$ cat config.mk
export PLATFORM = sky130hd
export DESIGN_NAME = lsu_ctrl_flat
export DESIGN_NICKNAME = d
export VERILOG_FILES = /design/src/rtl/lsu_pkg.sv /design/src/rtl/lsu_ctrl_if.sv /design/src/rtl/lsu_extend.sv /design/src/rtl/lsu_ctrl.sv /design/src/flat_wrapper.sv
export SDC_FILE = /design/constraint.sdc
export NUM_CORES = 1
export LEC_CHECK = 0
export CAP_MARGIN = 20
export CORE_UTILIZATION = 47
export CTS_CLUSTER_SIZE = 14
export DETAILED_ROUTE_END_ITERATION = 6
export PLACE_DENSITY = 0.81
export SLEW_MARGIN = 20
export SYNTH_ARGS = -nofsm -noshare
export SYNTH_HDL_FRONTEND = slang
export SYNTH_SLANG_ARGS = --single-unit
$ cat constraint.sdc
create_clock -name clk -period 2.15 [get_ports clk]
set_input_delay 0.215 -clock clk [delete_from_list [all_inputs] [get_ports clk]]
set_output_delay 0.215 -clock clk [all_outputs]
set_load 0.005 [all_outputs]
$ cat src/rtl/lsu_pkg.sv
// Shared types and funct3 decode helpers for the MEM-stage load/store sequencer.
package lsu_pkg;

    typedef enum logic [1:0] {
        S_IDLE = 2'd0,
        S_ACC0 = 2'd1,
        S_ACC1 = 2'd2,
        S_DONE = 2'd3
    } lsu_state_t;

    localparam logic [2:0] F3_LB  = 3'b000;
    localparam logic [2:0] F3_LH  = 3'b001;
    localparam logic [2:0] F3_LW  = 3'b010;
    localparam logic [2:0] F3_LBU = 3'b100;
    localparam logic [2:0] F3_LHU = 3'b101;

    // Access size in bytes; 0 flags an encoding with no load meaning.
    function automatic logic [2:0] f3_size(input logic [2:0] f3);
        case (f3)
            F3_LB, F3_LBU: return 3'd1;
            F3_LH, F3_LHU: return 3'd2;
            F3_LW:         return 3'd4;
            default:       return 3'd0;
        endcase
    endfunction

    function automatic logic f3_legal(input logic we, input logic [2:0] f3);
        if (we) return (f3 == F3_LB) || (f3 == F3_LH) || (f3 == F3_LW);
        return f3_size(f3) != 3'd0;
    endfunction

endpackage

$ cat src/rtl/lsu_ctrl_if.sv
// Single-port data memory bus: req/ready handshake driven by the sequencer.
interface lsu_ctrl_if;
    logic        mem_req;
    logic        mem_we;
    logic [31:0] mem_addr;
    logic [3:0]  mem_be;
    logic [31:0] mem_wdata;
    logic [31:0] mem_rdata;
    logic        mem_ready;

    modport master (
        output mem_req, mem_we, mem_addr, mem_be, mem_wdata,
        input  mem_rdata, mem_ready
    );

    modport slave (
        input  mem_req, mem_we, mem_addr, mem_be, mem_wdata,
        output mem_rdata, mem_ready
    );
endinterface

$ cat src/rtl/lsu_extend.sv
// Load result formatter: right-align the addressed bytes of a two-word window, then extend.
module lsu_extend
    import lsu_pkg::*;
(
    input  logic [63:0] data,
    input  logic [1:0]  off,
    input  logic [2:0]  f3,
    output logic [31:0] result
);
    logic [31:0] sh;

    always_comb begin
        sh = 32'(data >> {off, 3'b000});
        case (f3)
            F3_LB:   result = {{24{sh[7]}}, sh[7:0]};
            F3_LH:   result = {{16{sh[15]}}, sh[15:0]};
            F3_LW:   result = sh;
            F3_LBU:  result = {24'b0, sh[7:0]};
            F3_LHU:  result = {16'b0, sh[15:0]};
            default: result = 32'b0;
        endcase
    end
endmodule

$ cat src/rtl/lsu_ctrl.sv
// MEM-stage load/store sequencer: byte lanes, word-crossing split, load merge/extend, pipeline stall.
module lsu_ctrl
    import lsu_pkg::*;
(
    input  logic        clk,
    input  logic        rst_n,
    input  logic        MemReqM,
    input  logic        MemWriteM,
    input  logic [2:0]  funct3M,
    input  logic [31:0] ALUResultM,
    input  logic [31:0] WriteDataM,
    output logic        StallM,
    output logic [31:0] load_data,
    output logic        load_valid,
    output logic        access_err,
    lsu_ctrl_if.master  mem
);
    lsu_state_t  state;
    logic [1:0]  off;
    logic        we;
    logic [2:0]  f3;
    logic [31:0] base;
    logic [63:0] sdata;
    logic [7:0]  be64;
    logic        split;
    logic [31:0] buf_lo;

    logic [2:0]  req_size;
    logic [3:0]  req_mask;
    logic [63:0] ext_in;
    logic [31:0] ext_out;
    logic        load_done;

    assign req_size = f3_size(funct3M);
    assign req_mask = (req_size == 3'd1) ? 4'b0001 :
                      (req_size == 3'd2) ? 4'b0011 : 4'b1111;

    // The extender sees the incoming word directly so the result can be registered into DONE.
    assign ext_in    = (state == S_ACC1) ? {mem.mem_rdata, buf_lo} : {32'b0, mem.mem_rdata};
    assign load_done = mem.mem_ready && !we &&
                       (((state == S_ACC0) && !split) || (state == S_ACC1));

    lsu_extend u_extend (
        .data   (ext_in),
        .off    (off),
        .f3     (f3),
        .result (ext_out)
    );

    always_ff @(posedge clk or negedge rst_n) begin
        if (!rst_n) begin
            state      <= S_IDLE;
            off        <= 2'b0;
            we         <= 1'b0;
            f3         <= 3'b0;
            base       <= 32'b0;
            sdata      <= 64'b0;
            be64       <= 8'b0;
            split      <= 1'b0;
            buf_lo     <= 32'b0;
            load_data  <= 32'b0;
            load_valid <= 1'b0;
            access_err <= 1'b0;
        end else begin
            load_valid <= 1'b0;
            access_err <= 1'b0;
            case (state)
                S_IDLE: if (MemReqM) begin
                    off   <= ALUResultM[1:0];
                    we    <= MemWriteM;
                    f3    <= funct3M;
                    base  <= {ALUResultM[31:2], 2'b00};
                    sdata <= {32'b0, WriteDataM} << {ALUResultM[1:0], 3'b000};
                    be64  <= {4'b0, req_mask} << ALUResultM[1:0];
                    split <= ({2'b0, ALUResultM[1:0]} + {1'b0, req_size}) > 4'd4;
                    if (f3_legal(MemWriteM, funct3M)) begin
                        state <= S_ACC0;
                    end else begin
                        state      <= S_DONE;
                        access_err <= 1'b1;
                        load_data  <= 32'b0;
                    end
                end
                S_ACC0: if (mem.mem_ready) begin
                    buf_lo <= mem.mem_rdata;
                    state  <= split ? S_ACC1 : S_DONE;
                end
                S_ACC1: if (mem.mem_ready) state <= S_DONE;
                default: state <= S_IDLE;
            endcase
            if (load_done) begin
                load_data  <= ext_out;
                load_valid <= 1'b1;
            end
        end
    end

    // Bus fields are pure functions of state and latched request, so they hold through wait cycles.
    always_comb begin
        mem.mem_req   = 1'b0;
        mem.mem_we    = 1'b0;
        mem.mem_addr  = 32'b0;
        mem.mem_be    = 4'b0;
        mem.mem_wdata = 32'b0;
        case (state)
            S_ACC0: begin
                mem.mem_req   = 1'b1;
                mem.mem_we    = we;
                mem.mem_addr  = base;
                mem.mem_be    = we ? be64[3:0] : 4'b0;
                mem.mem_wdata = sdata[31:0];
            end
            S_ACC1: begin
                mem.mem_req   = 1'b1;
                mem.mem_we    = we;
                mem.mem_addr  = base + 32'd4;
                mem.mem_be    = we ? be64[7:4] : 4'b0;
                mem.mem_wdata = sdata[63:32];
            end
            default: ;
        endcase
    end

    assign StallM = ((state == S_IDLE) && MemReqM) || (state == S_ACC0) || (state == S_ACC1);

endmodule

$ cat src/flat_wrapper.sv
// flat-port wrapper written by rule: the top's interface ports become plain ports
module lsu_ctrl_flat import lsu_pkg::*;
  (clk, rst_n, MemReqM, MemWriteM, funct3M, ALUResultM, WriteDataM, StallM, load_data, load_valid, access_err, mem_mem_req, mem_mem_we, mem_mem_addr, mem_mem_be, mem_mem_wdata, mem_mem_rdata, mem_mem_ready);
  lsu_ctrl_if mem_i ();
  input  logic clk;
  input  logic rst_n;
  input  logic MemReqM;
  input  logic MemWriteM;
  input  logic [2:0] funct3M;
  input  logic [31:0] ALUResultM;
  input  logic [31:0] WriteDataM;
  output logic StallM;
  output logic [31:0] load_data;
  output logic load_valid;
  output logic access_err;
  output wire logic [$bits(mem_i.mem_req)-1:0] mem_mem_req;
  output wire logic [$bits(mem_i.mem_we)-1:0] mem_mem_we;
  output wire logic [$bits(mem_i.mem_addr)-1:0] mem_mem_addr;
  output wire logic [$bits(mem_i.mem_be)-1:0] mem_mem_be;
  output wire logic [$bits(mem_i.mem_wdata)-1:0] mem_mem_wdata;
  input wire logic [$bits(mem_i.mem_rdata)-1:0] mem_mem_rdata;
  input wire logic [$bits(mem_i.mem_ready)-1:0] mem_mem_ready;
  assign mem_mem_req = mem_i.mem_req;
  assign mem_mem_we = mem_i.mem_we;
  assign mem_mem_addr = mem_i.mem_addr;
  assign mem_mem_be = mem_i.mem_be;
  assign mem_mem_wdata = mem_i.mem_wdata;
  assign mem_i.mem_rdata = mem_mem_rdata;
  assign mem_i.mem_ready = mem_mem_ready;
  lsu_ctrl u_core (.clk(clk), .rst_n(rst_n), .MemReqM(MemReqM), .MemWriteM(MemWriteM), .funct3M(funct3M), .ALUResultM(ALUResultM), .WriteDataM(WriteDataM), .StallM(StallM), .load_data(load_data), .load_valid(load_valid), .access_err(access_err), .mem(mem_i));
endmodule
# Word-level counts from Yosys, hierarchy flattened
# Cells that the tools add are included.
[classes]
n_eq_ne = 16
add_sub_neg = 2
magnitude_cmp = 1
reduce_logical = 24
n_mux = 36
n_shift = 3
[ops]
columns = ["operator", "count"]
rows = [
  ["$pmux W32 S5", 1],
  ["$mux W32", 4],
  ["$pmux W32 S2", 2],
  ["$mux W64", 1],
  ["$shl A32 B5 Y64", 1],
  ["$shr A64 B5 Y32", 1],
  ["$add A32 B3 Y32 const B", 1],
  ["$mux W4", 4],
  ["$mux W1", 14],
  ["$eq A3 B3 Y1 const B", 4],
  ["$eq A3 B1 Y1 const B", 3],
  ["$eq A3 B2 Y1 const B", 3],
  ["$mux W3", 3],
  ["$pmux W3 S3", 1],
  ["$mux W2", 4],
  ["$pmux W4 S2", 1],
  ["$shl A4 B2 Y8", 1],
  ["$logic_not A3 Y1", 2],
  ["$ne A2 B2 Y1 const B", 3],
  ["$pmux W2 S3", 1],
  ["$reduce_and A3 Y1", 2],
  ["$reduce_or A2 Y1", 3],
  ["$logic_or A1 B1 Y1", 5],
  ["$add A2 B3 Y4", 1],
  ["10 further kinds", 16],
]
[word_totals]
output_inout_bits = 105
word_cells = 94
in_bits = 104
regBits = 177

# Logic depth before layout (Yosys ltp)
[logic_depth]
depth_word = 14
ltp_mapped = 10
depth_no_buf = 6

# By module
# A second synthesis with hierarchy kept.
[hier_totals]
hier_cells = 1007
hier_area_um2 = 10002.1
[modules_own_cells]
columns = ["mod", "area_per_inst_um2", "cells_per_inst", "seq_area_each_um2", "instances"]
rows = [
  ["lsu_ctrl", 8782.2, 892, 4204.0, 1],
  ["lsu_extend", 1219.9, 115, 0.0, 1],
]

# Least setup slack after synthesis
# OpenSTA, ideal clock, no wires.
[synth_timing]
kind = "flip-flop to flip-flop"
start = "reg u_core.state[0]"
end = "reg u_core.load_data[21]"
stages_incl_launch_ff = 10
synth_period_minus_slack_ps = 2262
setup_time_ps = 70
path_buffers = 3
slack_ps = -112
arrival_ps = 2191
t_required_ps = 2080
cell_sequence = "dfrtp_1 > inv_1 > ha_1 > buf_2 > mux2i_1 > mux4_2 > or4_1 > buf_2 > buf_6 > nand4_2"
[synth_via]
elab_chain_cells = 6
elab_cells_between_ends = 14
cone_classes = "eq/ne (3); shift (1); mux (3); reduce/logical (7)"
[synth_lines]
columns = ["item", "line_no", "rtl"]
rows = [
  ["start: declaration", "lsu_ctrl.sv:18", "lsu_state_t state;"],
  ["start signal: assignment", "lsu_ctrl.sv:86", "state <= split ? S_ACC1 : S_DONE;"],
  ["branches (longest 6 deep; another with $mux W64)", "--", ""],
  ["end signal: assignment", "lsu_ctrl.sv:92", "load_data <= ext_out;"],
  ["end: declaration", "lsu_ctrl.sv:13", "output logic [31:0] load_data,"],
]
# Several ways; the timed one is not identified.
# A chain may end at the register's enable or synchronous reset.

# Final worst setup path
[layout_timing]
start = "reg u_core.state[0]"
end = "out mem_mem_addr[5]"
[layout_via]
elab_chain_cells = 2
elab_cells_between_ends = 3
cone_classes = "eq/ne (2); mux (1)"
[layout_lines]
columns = ["item", "line_no", "rtl"]
rows = [
  ["$eq A2 B2 Y1 or $eq A2 B1 Y1 (tied branches)", "lsu_ctrl.sv:105", "case (state)"],
  ["$pmux W32 S2 (*)", "lsu_ctrl.sv:105", ""],
  ["end: declaration", "flat_wrapper.sv:18", "output wire logic [$bits(mem_i.mem_addr)-1:0] mem_mem_addr;"],
]
# Every way passes the cells marked *; elsewhere a longest branch is shown, timed or not.

==> flow_summary.html <==
<table>
<tr><th>Metric</th><th>Value</th></tr>
<tr><th colspan="2">Timing</th></tr>
<tr><td>Worst clock skew on the final layout</td><td>0.0179 ns</td></tr>
<tr><td>Share of the clock period used by the worst path</td><td>116%</td></tr>
<tr><td>Endpoints failing hold</td><td>0</td></tr>
<tr><td>Max-Slew Margin vs Limit</td><td>between 40% and 50%</td></tr>
<tr><td>Final Critical Period</td><td>2.49 ns</td></tr>
<tr><td>Final worst setup slack</td><td>-0.342 ns</td></tr>
<tr><td>RSZ-0062 raised after global routing</td><td>true</td></tr>
<tr><td>Slew of the pin with the lowest slew margin</td><td>0.892 ns</td></tr>
<tr><td>Max Slew Vio Count</td><td>0</td></tr>
<tr><td>Maximum clock frequency</td><td>401 MHz</td></tr>
<tr><td>Hold WS</td><td>between 0.2 and 0.3 ns</td></tr>
<tr><td>Final setup violation count</td><td>82</td></tr>
<tr><td>Setup tns final</td><td>-15.00 ns</td></tr>
<tr><th colspan="2">Setup path</th></tr>
<tr><td>Logic depth of the worst setup path including buffers</td><td>10</td></tr>
<tr><td>Kind of critical path</td><td>register to output port</td></tr>
<tr><td>Delay of the slowest cell on the worst path</td><td>around 0.39 ns</td></tr>
<tr><td>Depth of the most critical reg-to-reg path</td><td>9</td></tr>
<tr><td>Kind of end point of the critical path</td><td>output port</td></tr>
<tr><td>Slowest library cell on the worst path</td><td>sky130_fd_sc_hd__dfrtp_1</td></tr>
<tr><td>Number of buffers and inverters on the critical path</td><td>5</td></tr>
<tr><td>Worst Setup EP</td><td>mem_mem_addr[5]</td></tr>
<tr><td>Maximum fanout count along the critical path</td><td>12</td></tr>
<tr><td>Family of cells with the greatest summed delay on the critical path</td><td>buffers and inverters</td></tr>
<tr><td>Cell chain of the critical path</td><td>inv_2, ha_4, buf_6, nand2_8, buf_4, buf_6, a31oi_1, o21ai_1, o21ai_2, buf_2</td></tr>
<tr><td>Top cell by count, worst path</td><td>sky130_fd_sc_hd__buf_6</td></tr>
<tr><td>Type of origin of the critical path</td><td>register</td></tr>
<tr><td>Critical path launch point</td><td>u_core.state[0]</td></tr>
<tr><td>Arrival @ worst endpoint</td><td>2.28 ns</td></tr>
<tr><td>Internal reg-to-reg setup slack</td><td>-0.27 ns</td></tr>
<tr><td>Critical register-to-register path endpoint</td><td>u_core.load_data[28]</td></tr>
<tr><td>Reg-to-Reg Start</td><td>u_core.state[1]</td></tr>
<tr><td>Data required time of the critical path</td><td>1.93 ns</td></tr>
<tr><th colspan="2">Clock network</th></tr>
<tr><td>TritonCTS clock tree</td><td>done</td></tr>
<tr><td>Count of clock tree sinks</td><td>168</td></tr>
<tr><td>Maximum level of the CTS H-tree</td><td>4</td></tr>
<tr><td>Maximum root-to-sink buffer count</td><td>2</td></tr>
<tr><td>Clock latency on the worst-skew pair</td><td>0.44 ns</td></tr>
<tr><td>Clock tree root buffer cell</td><td>sky130_fd_sc_hd__clkbuf_16</td></tr>
<tr><td>Number of buffers inserted during clock tree synthesis</td><td>17</td></tr>
<tr><td>Clock slew seen by the registers of the worst setup and hold paths</td><td>0.07 ns</td></tr>
<tr><th colspan="2">Floorplan</th></tr>
<tr><td>Initial Utilization</td><td>around half</td></tr>
<tr><td>I/O Pins</td><td>between 200 and 250</td></tr>
<tr><td>Std-Cell Core Area</td><td>between 20000 and 25000 sq um</td></tr>
<tr><td>Die height</td><td>146 microns</td></tr>
<tr><td>Width of the chip</td><td>about 150 microns</td></tr>
<tr><td>Die ar.</td><td>21200 sq um</td></tr>
<tr><td>Row count</td><td>52</td></tr>
<tr><th colspan="2">Placed design</th></tr>
<tr><td>GPL Wtd Cong</td><td>0.923</td></tr>
<tr><td>Cell count after placement</td><td>1419</td></tr>
<tr><td>Placement-stage worst setup slack</td><td>-0.229 ns</td></tr>
<tr><td>DP HPWL</td><td>20700 microns</td></tr>
<tr><td>Buffers added on ports</td><td>206</td></tr>
<tr><td>Cell Area, Placed</td><td>approximately 13000 sq um</td></tr>
<tr><th colspan="2">Power and ir drop</th></tr>
<tr><td>Power Dens Cells</td><td>1440 nW/um^2</td></tr>
<tr><td>Total power</td><td>21.0 mW</td></tr>
<tr><td>Part of the total power dissipated in the clock network</td><td>16.5%</td></tr>
<tr><td>Part of the power in registers</td><td>between 20 and 30%</td></tr>
<tr><td>Leakage power summed over all cells</td><td>6.32 nW</td></tr>
<tr><td>Comb power frac</td><td>~56%</td></tr>
<tr><td>Cell internal pwr</td><td>12.7 mW</td></tr>
<tr><td>Switching power as a share of total power</td><td>39.4%</td></tr>
<tr><td>Net switching power</td><td>8.26 mW</td></tr>
<tr><td>Max rail drop VDD</td><td>approximately 0.00095 V</td></tr>
<tr><th colspan="2">Routing</th></tr>
<tr><td>Detail Route Antenna Nets</td><td>0</td></tr>
<tr><td>Met1 wire length</td><td>13400 microns</td></tr>
<tr><td>Total length of routed wires</td><td>between 30000 and 40000 microns</td></tr>
<tr><td>DRC</td><td>0</td></tr>
<tr><td>Highest Signal Layer</td><td>met4</td></tr>
<tr><td>Total length of routed met3 wires</td><td>3260 microns</td></tr>
<tr><td>DR iter-0 viols</td><td>1169</td></tr>
<tr><td>Post-DR wirelength/cell</td><td>23.1 microns</td></tr>
<tr><td>Vias per std cell</td><td>6.48</td></tr>
<tr><td>Routed vias</td><td>9823</td></tr>
<tr><td>Number of iterations in the first detailed-routing pass</td><td>5</td></tr>
<tr><td>Detailed-routed wire length on met2</td><td>16700 microns</td></tr>
<tr><th colspan="2">Outcome</th></tr>
<tr><td>Violated checks</td><td>setup timing</td></tr>
<tr><td>Status</td><td>finished with violations</td></tr>
<tr><th colspan="2">Yosys</th></tr>
<tr><td>Synth Warn #</td><td>0</td></tr>
<tr><td>Post-synth ARST share</td><td>100%</td></tr>
<tr><td>Primary flip-flop cell chosen by synthesis mapping</td><td>sky130_fd_sc_hd__dfrtp_1</td></tr>
<tr><td>Synthesized cell area</td><td>9710 sq um</td></tr>
<tr><td>Sequential-to-total area share from yosys stat</td><td>43.3%</td></tr>
<tr><td>Post-Synthesis Mean Instance Area</td><td>10.5 sq um</td></tr>
<tr><td>Count of mapped cells out of synthesis</td><td>922</td></tr>
<tr><td>Yosys cell types</td><td>60</td></tr>
<tr><td>Flop and latch count out of synthesis</td><td>168</td></tr>
<tr><td>Count of flip-flops with a built-in enable after synthesis</td><td>0</td></tr>
<tr><th colspan="2">Finish</th></tr>
<tr><td>Final standard cell count with taps included and fillers excluded</td><td>1517</td></tr>
<tr><td>Area occupied by registers</td><td>4210 sq um</td></tr>
<tr><td>Filler Cell Count</td><td>between 1000 and 1500</td></tr>
<tr><td>Most common library cell in the layout ignoring fill and taps</td><td>sky130_fd_sc_hd__dfrtp_1</td></tr>
<tr><td>Area growth, synth to finish</td><td>49.5%</td></tr>
<tr><td>Layout cells sized above 1</td><td>between 30% and 40%</td></tr>
<tr><td>Commonest cells after routing, fill and taps aside</td><td>sky130_fd_sc_hd__dfrtp_1 (160), sky130_fd_sc_hd__clkdlybuf4s50_1 (135), sky130_fd_sc_hd__buf_4 (101)</td></tr>
<tr><td>Post-Route Utilization</td><td>a little under three quarters</td></tr>
<tr><td>Fin area</td><td>14500 sq um</td></tr>
<tr><td>Area used by multi-input combinational logic</td><td>5640 sq um</td></tr>
<tr><td>Final #Nets</td><td>1347</td></tr>
<tr><th colspan="2">Global routing</th></tr>
<tr><td>Maximum number of pins on one net before global-route repair</td><td>just over 50</td></tr>
<tr><td>Global-route wire length before repair</td><td>approximately 50000 microns</td></tr>
<tr><td>Overall global routing resource usage</td><td>30.7%</td></tr>
<tr><td>Vias in the first global route</td><td>roughly 9200</td></tr>
<tr><td>GR Overflow Total</td><td>0</td></tr>
<tr><td>Initial antenna violation count</td><td>1</td></tr>
<tr><th colspan="2">Worst hold path</th></tr>
<tr><td>Min-Delay Path Class</td><td>input port to async pin</td></tr>
<tr><th colspan="2">Job</th></tr>
<tr><td>Max Cap Violations</td><td>0</td></tr>
</table>
## sequential cells by signal, summed over array words and instances, names as in the netlist, 2 cells and up
register / count
u_core.sdata: 56
u_core.buf_lo: 32
u_core.load_data: 32
u_core.base: 30
u_core.be64: 7
u_core.f3: 3
u_core.off: 2
u_core.state: 2
## synth_stat cells (10+ instances only)
master / n / share of area, %
sky130_fd_sc_hd__dfrtp_1: 168 / 43
sky130_fd_sc_hd__mux2_1: 76 / 8.8
sky130_fd_sc_hd__mux2i_1: 64 / 6.6
sky130_fd_sc_hd__nand2_1: 64 / 2.5
sky130_fd_sc_hd__clkbuf_1: 61 / 2.4
sky130_fd_sc_hd__nand3_1: 47 / 2.4
sky130_fd_sc_hd__o21ai_1: 44 / 2.3
sky130_fd_sc_hd__a22o_1: 42 / 3.8
sky130_fd_sc_hd__nor2_1: 33 / 1.3
sky130_fd_sc_hd__o21ai_0: 31 / 1.6
sky130_fd_sc_hd__a31oi_1: 25 / 1.6
sky130_fd_sc_hd__a21oi_1: 24 / 1.2
sky130_fd_sc_hd__mux4_2: 23 / 5.3
sky130_fd_sc_hd__nand4_1: 19 / 1.2
sky130_fd_sc_hd__and3_1: 14 / 0.90
sky130_fd_sc_hd__buf_2: 13 / 0.67
sky130_fd_sc_hd__a22oi_1: 11 / 0.85
sky130_fd_sc_hd__nand4_2: 10 / 1.3
## how the worst min path moves through the flow
| stage | endpoint | slack, ns |
|---|---|---|
| CTS | u_core.off[0] | 0.30 |
| finish | u_core.load_data[22] | 0.30 |
| floorplan | u_core.access_err | -0.08 |
| global route | u_core.load_data[22] | 0.33 |
| global placement | u_core.load_data[21] | 0.19 |
| detailed placement | u_core.load_data[22] | 0.20 |
## final cells by class
| class | count | area share [%] |
|---|---|---|
| inverter | 13 | 0.336 |
| antenna | 1 | 0.0172 |
| clock inverter | 15 | 1.53 |
| clock buffer | 17 | 2.93 |
| tap | 270 | 2.33 |
| timing repair buffer | 376 | 25.0 |
| multi-input combinational | 657 | 38.8 |
| sequential | 168 | 29.0 |
## cells by family (layout without fill, tap and decap cells)
kind of cell,Yosys count,in the layout,share of synthesized area (%)
adders and majority gates,10,10,1.37
DFF,168,168,43.3
and+or+nand+nor,223,223,12.0
xor gates and xnor gates,1,1,0.0902
AOI/OAI and AO/OA,249,249,17.3
buffers and inverters,98,421,4.11
other,1,3,0.0386
muxes,172,172,21.8
## metal layers
metal,vias up,track usage [%]
li1,4140,-
met1,4817,41.4
met2,705,48.8
met3,161,5.64
met4,0,12.8
met5,-,0
## timing repair
action                                 CTS  global route
pin swaps                               43            41
gates resized for setup                300           128
cloned                                   9             2
setup endpoints to repair               90            93
endpoints found under the hold margin   47             0
hold buffers                             1             0
buffers inserted                        31            23
## power groups by stage
| stage | Clock, mW | Combinational, mW | Sequential [mW] |
|---|---|---|---|
| 2_1_floorplan | 0 | 5.10 | 5.38 |
| 3_3_place_gp | 0 | 8.94 | 5.60 |
| 3_5_place_dp | 0 | 9.18 | 5.68 |
| 4_1_cts | 3.45 | 10.3 | 5.67 |
| 5_1_grt | 3.60 | 12.4 | 5.97 |
| 6_report | 3.46 | 11.7 | 5.84 |
Power figures use the tool's default switching activity.
